[config.mk]
export PLATFORM = sky130hd
export DESIGN_NAME = insn_sequencer_flat
export DESIGN_NICKNAME = d
export VERILOG_FILES = /design/src/rtl/insn_sequencer_if.sv /design/src/rtl/insn_sequencer.sv /design/src/flat_wrapper.sv
export SDC_FILE = /design/constraint.sdc
export NUM_CORES = 1
export LEC_CHECK = 0
export BUFFER_PORTS_ARGS = -buffer_cell sky130_fd_sc_hd__clkbuf_2
export CAP_MARGIN = 10
export CORE_ASPECT_RATIO = 0.8
export CORE_MARGIN = 2
export CORE_UTILIZATION = 25
export CTS_CLUSTER_SIZE = 16
export DETAILED_ROUTE_END_ITERATION = 8
export PLACE_DENSITY_LB_ADDON = 0.2
export REMOVE_ABC_BUFFERS = 1
export SLEW_MARGIN = 25
export SYNTH_ARGS = -nofsm -noshare
export SYNTH_HDL_FRONTEND = slang
export SYNTH_SLANG_ARGS = --single-unit
export TNS_END_PERCENT = 20
[constraint.sdc]
create_clock -name clk -period 2.2 [get_ports clk]
set_clock_uncertainty 0.05 [all_clocks]
set_input_delay 0 -clock clk [delete_from_list [all_inputs] [get_ports clk]]
set_output_delay 0 -clock clk [all_outputs]
set_load 0.02 [all_outputs]
[src/rtl/insn_sequencer_if.sv]
// rtl/insn_sequencer_if.sv - fetch bus and execute handshake bundle for insn_sequencer
interface insn_sequencer_if;
  logic       mem_req;
  logic [7:0] mem_addr;
  logic       mem_ack;
  logic [7:0] mem_rdata;
  logic [7:0] insn;
  logic       ex_start;
  logic       exec_done;
  logic       branch_taken;
  logic [7:0] branch_target;

  modport master (
    output mem_req, mem_addr, insn, ex_start,
    input  mem_ack, mem_rdata, exec_done, branch_taken, branch_target
  );

  modport slave (
    input  mem_req, mem_addr, insn, ex_start,
    output mem_ack, mem_rdata, exec_done, branch_taken, branch_target
  );
endinterface

[src/rtl/insn_sequencer.sv]
// rtl/insn_sequencer.sv - FETCH/DECODE/EXECUTE instruction sequencer with retired counter
// Halt-on-opcode-00 support is built only when WF8_HALT_EN is defined.
module insn_sequencer #(
  parameter logic [7:0] RESET_PC = 8'h00,
  parameter int         CNT_W    = 16
) (
  input  logic                 clk,
  input  logic                 rst_n,
  insn_sequencer_if.master     bus,
  output logic [7:0]           pc,
  output logic [CNT_W-1:0]     retired,
  output logic                 halted
);

  typedef enum logic [1:0] {
    FETCH   = 2'd0,
    DECODE  = 2'd1,
    EXECUTE = 2'd2,
    HALT    = 2'd3
  } state_t;

  localparam logic [CNT_W-1:0] CNT_ONE = {{(CNT_W-1){1'b0}}, 1'b1};

  state_t     state;
  logic [7:0] ir;
  logic       mem_req_q;
  logic       ex_start_q;
`ifdef WF8_HALT_EN
  logic       halted_q;
`endif

  assign bus.mem_req  = mem_req_q;
  assign bus.mem_addr = pc;
  assign bus.insn     = ir;
  assign bus.ex_start = ex_start_q;

`ifdef WF8_HALT_EN
  assign halted = halted_q;
`else
  assign halted = 1'b0;
`endif

  // mem_req is held low through reset and rises on the first edge after release,
  // so the first fetch cycle is the first one with mem_req high.
  always_ff @(posedge clk or negedge rst_n) begin
    if (!rst_n) begin
      state      <= FETCH;
      pc         <= RESET_PC;
      ir         <= 8'h00;
      retired    <= '0;
      mem_req_q  <= 1'b0;
      ex_start_q <= 1'b0;
`ifdef WF8_HALT_EN
      halted_q   <= 1'b0;
`endif
    end else begin
      case (state)
        FETCH: begin
          if (mem_req_q && bus.mem_ack) begin
            ir        <= bus.mem_rdata;
            pc        <= pc + 8'd1;
            mem_req_q <= 1'b0;
            state     <= DECODE;
`ifdef WF8_HALT_EN
            ex_start_q <= (bus.mem_rdata != 8'h00);
`else
            ex_start_q <= 1'b1;
`endif
          end else begin
            mem_req_q <= 1'b1;
          end
        end

        DECODE: begin
          ex_start_q <= 1'b0;
`ifdef WF8_HALT_EN
          if (ir == 8'h00) begin
            state    <= HALT;
            halted_q <= 1'b1;
            retired  <= retired + CNT_ONE;
          end else begin
            state <= EXECUTE;
          end
`else
          state <= EXECUTE;
`endif
        end

        EXECUTE: begin
          if (bus.exec_done) begin
            retired   <= retired + CNT_ONE;
            mem_req_q <= 1'b1;
            state     <= FETCH;
            if (bus.branch_taken) begin
              pc <= bus.branch_target;
            end
          end
        end

        HALT: begin
`ifdef WF8_HALT_EN
          mem_req_q  <= 1'b0;
          ex_start_q <= 1'b0;
`else
          // Unreachable in this build; recover to a fresh fetch.
          mem_req_q  <= 1'b1;
          ex_start_q <= 1'b0;
          state      <= FETCH;
`endif
        end

        default: state <= FETCH;
      endcase
    end
  end

endmodule

[src/flat_wrapper.sv]
// flat-port wrapper written by rule: the top's interface ports become plain ports
module insn_sequencer_flat 
#(
  parameter logic [7:0] RESET_PC = 8'h00,
  parameter int         CNT_W    = 16
)
  (clk, rst_n, pc, retired, halted, bus_mem_req, bus_mem_addr, bus_insn, bus_ex_start, bus_mem_ack, bus_mem_rdata, bus_exec_done, bus_branch_taken, bus_branch_target);
  insn_sequencer_if bus_i ();
  input  logic clk;
  input  logic rst_n;
  output logic [7:0] pc;
  output logic [CNT_W-1:0] retired;
  output logic halted;
  output wire logic [$bits(bus_i.mem_req)-1:0] bus_mem_req;
  output wire logic [$bits(bus_i.mem_addr)-1:0] bus_mem_addr;
  output wire logic [$bits(bus_i.insn)-1:0] bus_insn;
  output wire logic [$bits(bus_i.ex_start)-1:0] bus_ex_start;
  input wire logic [$bits(bus_i.mem_ack)-1:0] bus_mem_ack;
  input wire logic [$bits(bus_i.mem_rdata)-1:0] bus_mem_rdata;
  input wire logic [$bits(bus_i.exec_done)-1:0] bus_exec_done;
  input wire logic [$bits(bus_i.branch_taken)-1:0] bus_branch_taken;
  input wire logic [$bits(bus_i.branch_target)-1:0] bus_branch_target;
  assign bus_mem_req = bus_i.mem_req;
  assign bus_mem_addr = bus_i.mem_addr;
  assign bus_insn = bus_i.insn;
  assign bus_ex_start = bus_i.ex_start;
  assign bus_i.mem_ack = bus_mem_ack;
  assign bus_i.mem_rdata = bus_mem_rdata;
  assign bus_i.exec_done = bus_exec_done;
  assign bus_i.branch_taken = bus_branch_taken;
  assign bus_i.branch_target = bus_branch_target;
  insn_sequencer #(.RESET_PC(RESET_PC), .CNT_W(CNT_W)) u_core (.clk(clk), .rst_n(rst_n), .bus(bus_i), .pc(pc), .retired(retired), .halted(halted));
endmodule
Word-level counts from Yosys, hierarchy flattened
Index checks and enable logic that the tools add are counted.
{"block": "totals", "register_bits": 36, "latchBits": 0, "ram_bits": 0, "mem_bits_ro": 0, "input_bits": 21, "output_inout_bits": 43, "n_memories": 0}
{"block": "op_classes", "add_sub_neg": 2, "mul": 0, "n_div": 0, "magnitude_cmp": 0, "n_eq_ne": 6, "n_shift": 0, "muxes": 12, "bitwise_logic": 0, "n_reduce_logical": 12}
{"cell": "two-way mux 8 bit", "n": 3}
{"cell": "adder 16 x 1 -> 16 bit, second input constant", "n": 1}
{"cell": "one-hot mux 8 bit (2 select lines)", "n": 1}
{"cell": "AND reduction 2 bit", "n": 5}
{"cell": "adder 8 x 1 -> 8 bit, second input constant", "n": 1}
{"cell": "one-hot mux 2 bit (4 select lines)", "n": 1}
{"cell": "equality test 2 bit, second input constant", "n": 2}
{"cell": "two-way mux 2 bit", "n": 2}
{"cell": "!= test 2 bit, second input constant", "n": 2}
{"cell": "AND reduction 4 bit", "n": 1}
{"cell": "nonzero test 2 bit", "n": 2}
{"cell": "two-way mux 1 bit", "n": 3}
{"cell": "one-hot mux 1 bit (3 select lines)", "n": 1}
{"cell": "nonzero test 3 bit", "n": 1}
{"cell": "equality test 2 x 1 -> 1 bit, second input constant", "n": 1}
{"cell": "logical NOT 2 bit", "n": 1}
{"cell": "!= test 2 x 1 -> 1 bit, second input constant", "n": 1}
{"cell": "one-hot mux 1 bit (2 select lines)", "n": 1}
{"cell": "OR reduction 2 bit", "n": 1}
{"cell": "logical AND 1 bit", "n": 1}

Longest topological paths before layout
{"block": "logic_depth", "depth_word": 4, "depth_mapped": 6, "ltp_nobuf": 5}

Worst setup path before layout
OpenSTA, ideal clock, no wires.
{"block": "synth_path", "path_type": "flip-flop to flip-flop", "start": "register u_core.retired[0]", "end": "register u_core.retired[12]", "arrival_time_ps": 1485, "t_required_ps": 2021, "slack_ps": 536, "path_stages_with_launch": 6, "n_path_buf": 0, "synth_period_minus_slack_ps": 1664, "path_cell_list": "dfrtp_1 > ha_1 > nand4b_1 > nor4_2 > nand4_1 > xnor2_1"}
{"block": "synth_between", "elab_chain_len": 1}
{"element": "start, declared", "line_no": "insn_sequencer.sv:11", "text": "output logic [CNT_W-1:0] retired,"}
{"element": "start signal, assigned", "line_no": "insn_sequencer.sv:91", "text": "retired <= retired + CNT_ONE;"}
{"element": "adder 16 x 1 -> 16 bit", "line_no": "insn_sequencer.sv:91"}
No other way between the ends.
A chain may end at the register's enable or synchronous reset.

Final worst setup path
{"block": "layout_path", "start": "register u_core.retired[0]", "end": "register u_core.retired[14]"}
Same word-level chain as after synthesis.

==> metrics.log <==
[metrics] max-slew violation count: 0
[metrics] post-layout net count: roughly 250
[metrics] setup bufs post-CTS: 0
[metrics] utilization after layout: a little over a third
[metrics] TritonCTS clock tree: built
[metrics] residual antenna-violating net count after detailed routing: 0
[metrics] Cells after DPL: 290
[metrics] diode insertion count for antenna repair: 0
[metrics] Syn Area/Cell: about 11 sq um
[metrics] sink count of the clock tree: 36
[metrics] highest-count cells in the layout ignoring fill and taps: clkbuf_2 (61), dfrtp_1 (36), dlygate4sd3_1 (17)
[metrics] placed inst area: approximately 0.0020 sq mm
[metrics] kind of start point of the critical path: register
[metrics] delay-heaviest family, CP: simple AND/OR/NAND/NOR gates
[metrics] type of element capturing the critical path: register
[metrics] total I/O pin count: 64
[metrics] total wire length after detailed routing: about 3800 microns
[metrics] clock transition at the registers of the reported paths: around 0.070 ns
[metrics] Min-Delay Path Class: in -> reg
[metrics] Overall Power: 2.91 mW
[metrics] final non-filler cell total: approximately 320
[metrics] Setup TNS Final: 0 ns
[metrics] worst skew pair latency: between 0.2 and 0.3 ns
[metrics] core area: around 0.0065 sq mm
[metrics] Slowest-stage cell, CP: dfrtp_1
[metrics] DR vias: between 1,000 and 1,500
[metrics] maximum net fanout on the critical path: 5
[metrics] overall fraction of global-route tracks in use: between 10% and 20%
[metrics] grt ovf: 0
[metrics] via count of the first global-routing pass: 1,362
[metrics] placed wire-length estimate after detailed placement: 2700 microns
[metrics] Placer Congestion: roughly 0.73
[metrics] setup repair after global routing missed its margin: false
[metrics] leakage component of the power: ~1.1 nW
[metrics] Buffers on Ports: 62
[metrics] buffers from clock root to sink, at most: 2
[metrics] CP Buf/Inv Count: 0
[metrics] total power per unit cell area: around 1300 mW/mm^2
[metrics] die span in x: roughly 96 microns
[metrics] flip-flop and latch count after synthesis: 36
[metrics] Post-Syn Instances: 155
[metrics] fraction of layout cells with a size suffix above 1: ~36%
[metrics] Hold Violations, Final: 0
[metrics] Die Footprint: approximately 0.0075 sq mm
[metrics] worst slew margin relative to its limit: 44.3%
[metrics] Worst Tran Pin Value: about 0.84 ns
[metrics] cell chain of the critical path: ha_1, nand4b_1, nor4_2, nand3_1, xnor2_1
[metrics] CTS H-Tree Depth: 2
[metrics] # setup viols final: 0
[metrics] initial antenna violation count: 0
[metrics] Critical Path RT: 2.31 ns
[metrics] max cap viols: 0
[metrics] clk root buf: clkbuf_8
[metrics] drt pass-1 iters: 4
[metrics] type of the setup path with the least slack: reg -> reg
[metrics] largest net degree at the start of global routing: 37
[metrics] count of distinct cell types in the synthesized netlist: 33
[metrics] final design area excluding fillers: around 0.0023 sq mm
[metrics] Slowest Stage Delay on Critical Path: between 0.4 and 0.5 ns
[metrics] number of CTS-inserted buffers: 5
[metrics] Initial Utilization: a little over a quarter
[metrics] result of the run: finished, final reports clean
[metrics] total of cells resized after clock tree synthesis: 0
[metrics] first-pass GRT wire length: about 6500 microns
[metrics] Die Ht: ~78 microns
[metrics] residual DRC count: 0
[metrics] final clock period utilization by the worst path: approximately three quarters
[metrics] Seq/Total Area, Yosys: 52.7%
[metrics] endpoint arrival time on the critical path: roughly 1.8 ns
[metrics] netlist area before placement: 0.00171 sq mm
[metrics] area delta synth->final: 35.0%
[metrics] number of hold buffers added after CTS: 17
[metrics] most common cell after layout, fill and taps aside: clkbuf_2
[metrics] count of filler cells inserted in the layout: ~670
[metrics] time the final worst path needs with I/O delays and setup: roughly 1.7 ns
[metrics] WL/cell: between 10 and 15 microns
[metrics] synth warn: 0
[metrics] via count normalized by instance count: 4.39
[metrics] timing-limited maximum frequency: 599 MHz
[metrics] VDD IR-drop max: between 0.0005 and 0.0006 V
[metrics] Rows: 26
[metrics] DRC violation total after the first TritonRoute iteration: just under 70
synth_stat cells, drive strengths merged:
cell,count,area share [%]
nand4b,1,0.51
nor3,4,1.2
clkbuf,1,0.22
nor2,2,0.44
xnor2,9,4.6
mux2,9,5.9
a2bb2oi,2,1.0
a21o,2,0.95
nand2b,2,0.73
and4,2,1.0
nand4,5,1.8
a21oi,12,3.5
o21ai,9,2.6
mux2i,1,0.59
and3,2,0.73
nand2,13,2.9
buf,12,5.2
xor2,6,3.1
ha,2,1.5
dfrtp,36,53
nor4,2,2.0
nand3b,2,1.1
conb,1,0.22
o22ai,3,1.1
nand3,9,2.6
or2b,2,0.95
inv,4,0.88
routing by layer:
metal  part of all wire, %  vias to the layer above  GRT usage (%)
met5                     0                        -              0
met4                   1.2                        0           4.23
met3                   8.1                        4           4.27
met2                    43                       40           15.5
met1                    48                      656           15.4
li1                      -                      684              -
tightest hold or removal path, stage by stage:
cell and delay [ns]:
clkbuf_2 0.08, o21ai_0 0.18, a2bb2oi_1 0.07
layout make-up:
type | instances | area, sq um | area share [%]
Clock buffer | 8 | 90.1 | 3.90
Inverter | 4 | 15.0 | 0.650
Multi-Input combinational cell | 102 | 702 | 30.4
Sequential cell | 36 | 901 | 39.0
Tap cell | 84 | 105 | 4.55
Timing Repair Buffer | 81 | 495 | 21.5
power by group:
group	total, mW	internal (mW)	switching, mW	leakage (nW)
clock network	0.478	0.255	0.222	0.0455
registers	1.14	0.891	0.252	0.444
logic	1.28	0.511	0.773	0.650
through the flow:
stage / hold WS [ns] / worst slack, ns
final: 0.0419 / 0.530
after floorplan: -0.346 / 0.343
after detailed placement: 0.148 / 0.522
after global placement: 0.146 / 0.559
after CTS: 0.0268 / 0.508
after global routing: 0.0581 / 0.358
final timing paths:
path | startpoint | slack, ns | cells after the start | endpoint
worst min register to register | u_core.retired[15]$_DFFE_PN0P_ | 0.42 | 1 | u_core.retired[15]$_DFFE_PN0P_
worst max-delay path | u_core.retired[0]$_DFFE_PN0P_ | 0.53 | 5 | u_core.retired[14]$_DFFE_PN0P_
worst max register to register | u_core.retired[0]$_DFFE_PN0P_ | 0.53 | 5 | u_core.retired[14]$_DFFE_PN0P_
max in group asynchronous | rst_n | 1.26 | 2 | u_core.bus.insn[5]$_DFFE_PN0P_
worst min-delay path | bus_branch_target[5] | 0.04 | 3 | u_core.bus.mem_addr[5]$_DFFE_PN0P_
min in group asynchronous | rst_n | 0.31 | 2 | u_core.retired[12]$_DFFE_PN0P_
sequential cells by signal, summed over array words and instances, names as in the netlist:
register	flops
u_core.retired	16
u_core.bus.mem_req	1
u_core.state	2
u_core.bus.insn	8
u_core.bus.ex_start	1
u_core.bus.mem_addr	8
cell families (layout without fill, tap and decap cells):
logic type,after synthesis,count (layout),share of synthesized area (%)
AOI/OAI and AO/OA,28,28,9.22
xor gates and xnor gates,15,15,7.68
adders and majority gates,2,2,1.46
buffers and inverters,17,93,6.29
DFF,36,36,52.7
muxes,10,10,6.51
other,1,1,0.219
and+or+nand+nor,46,46,15.9
No activity file was read; power rests on OpenSTA's default activity.
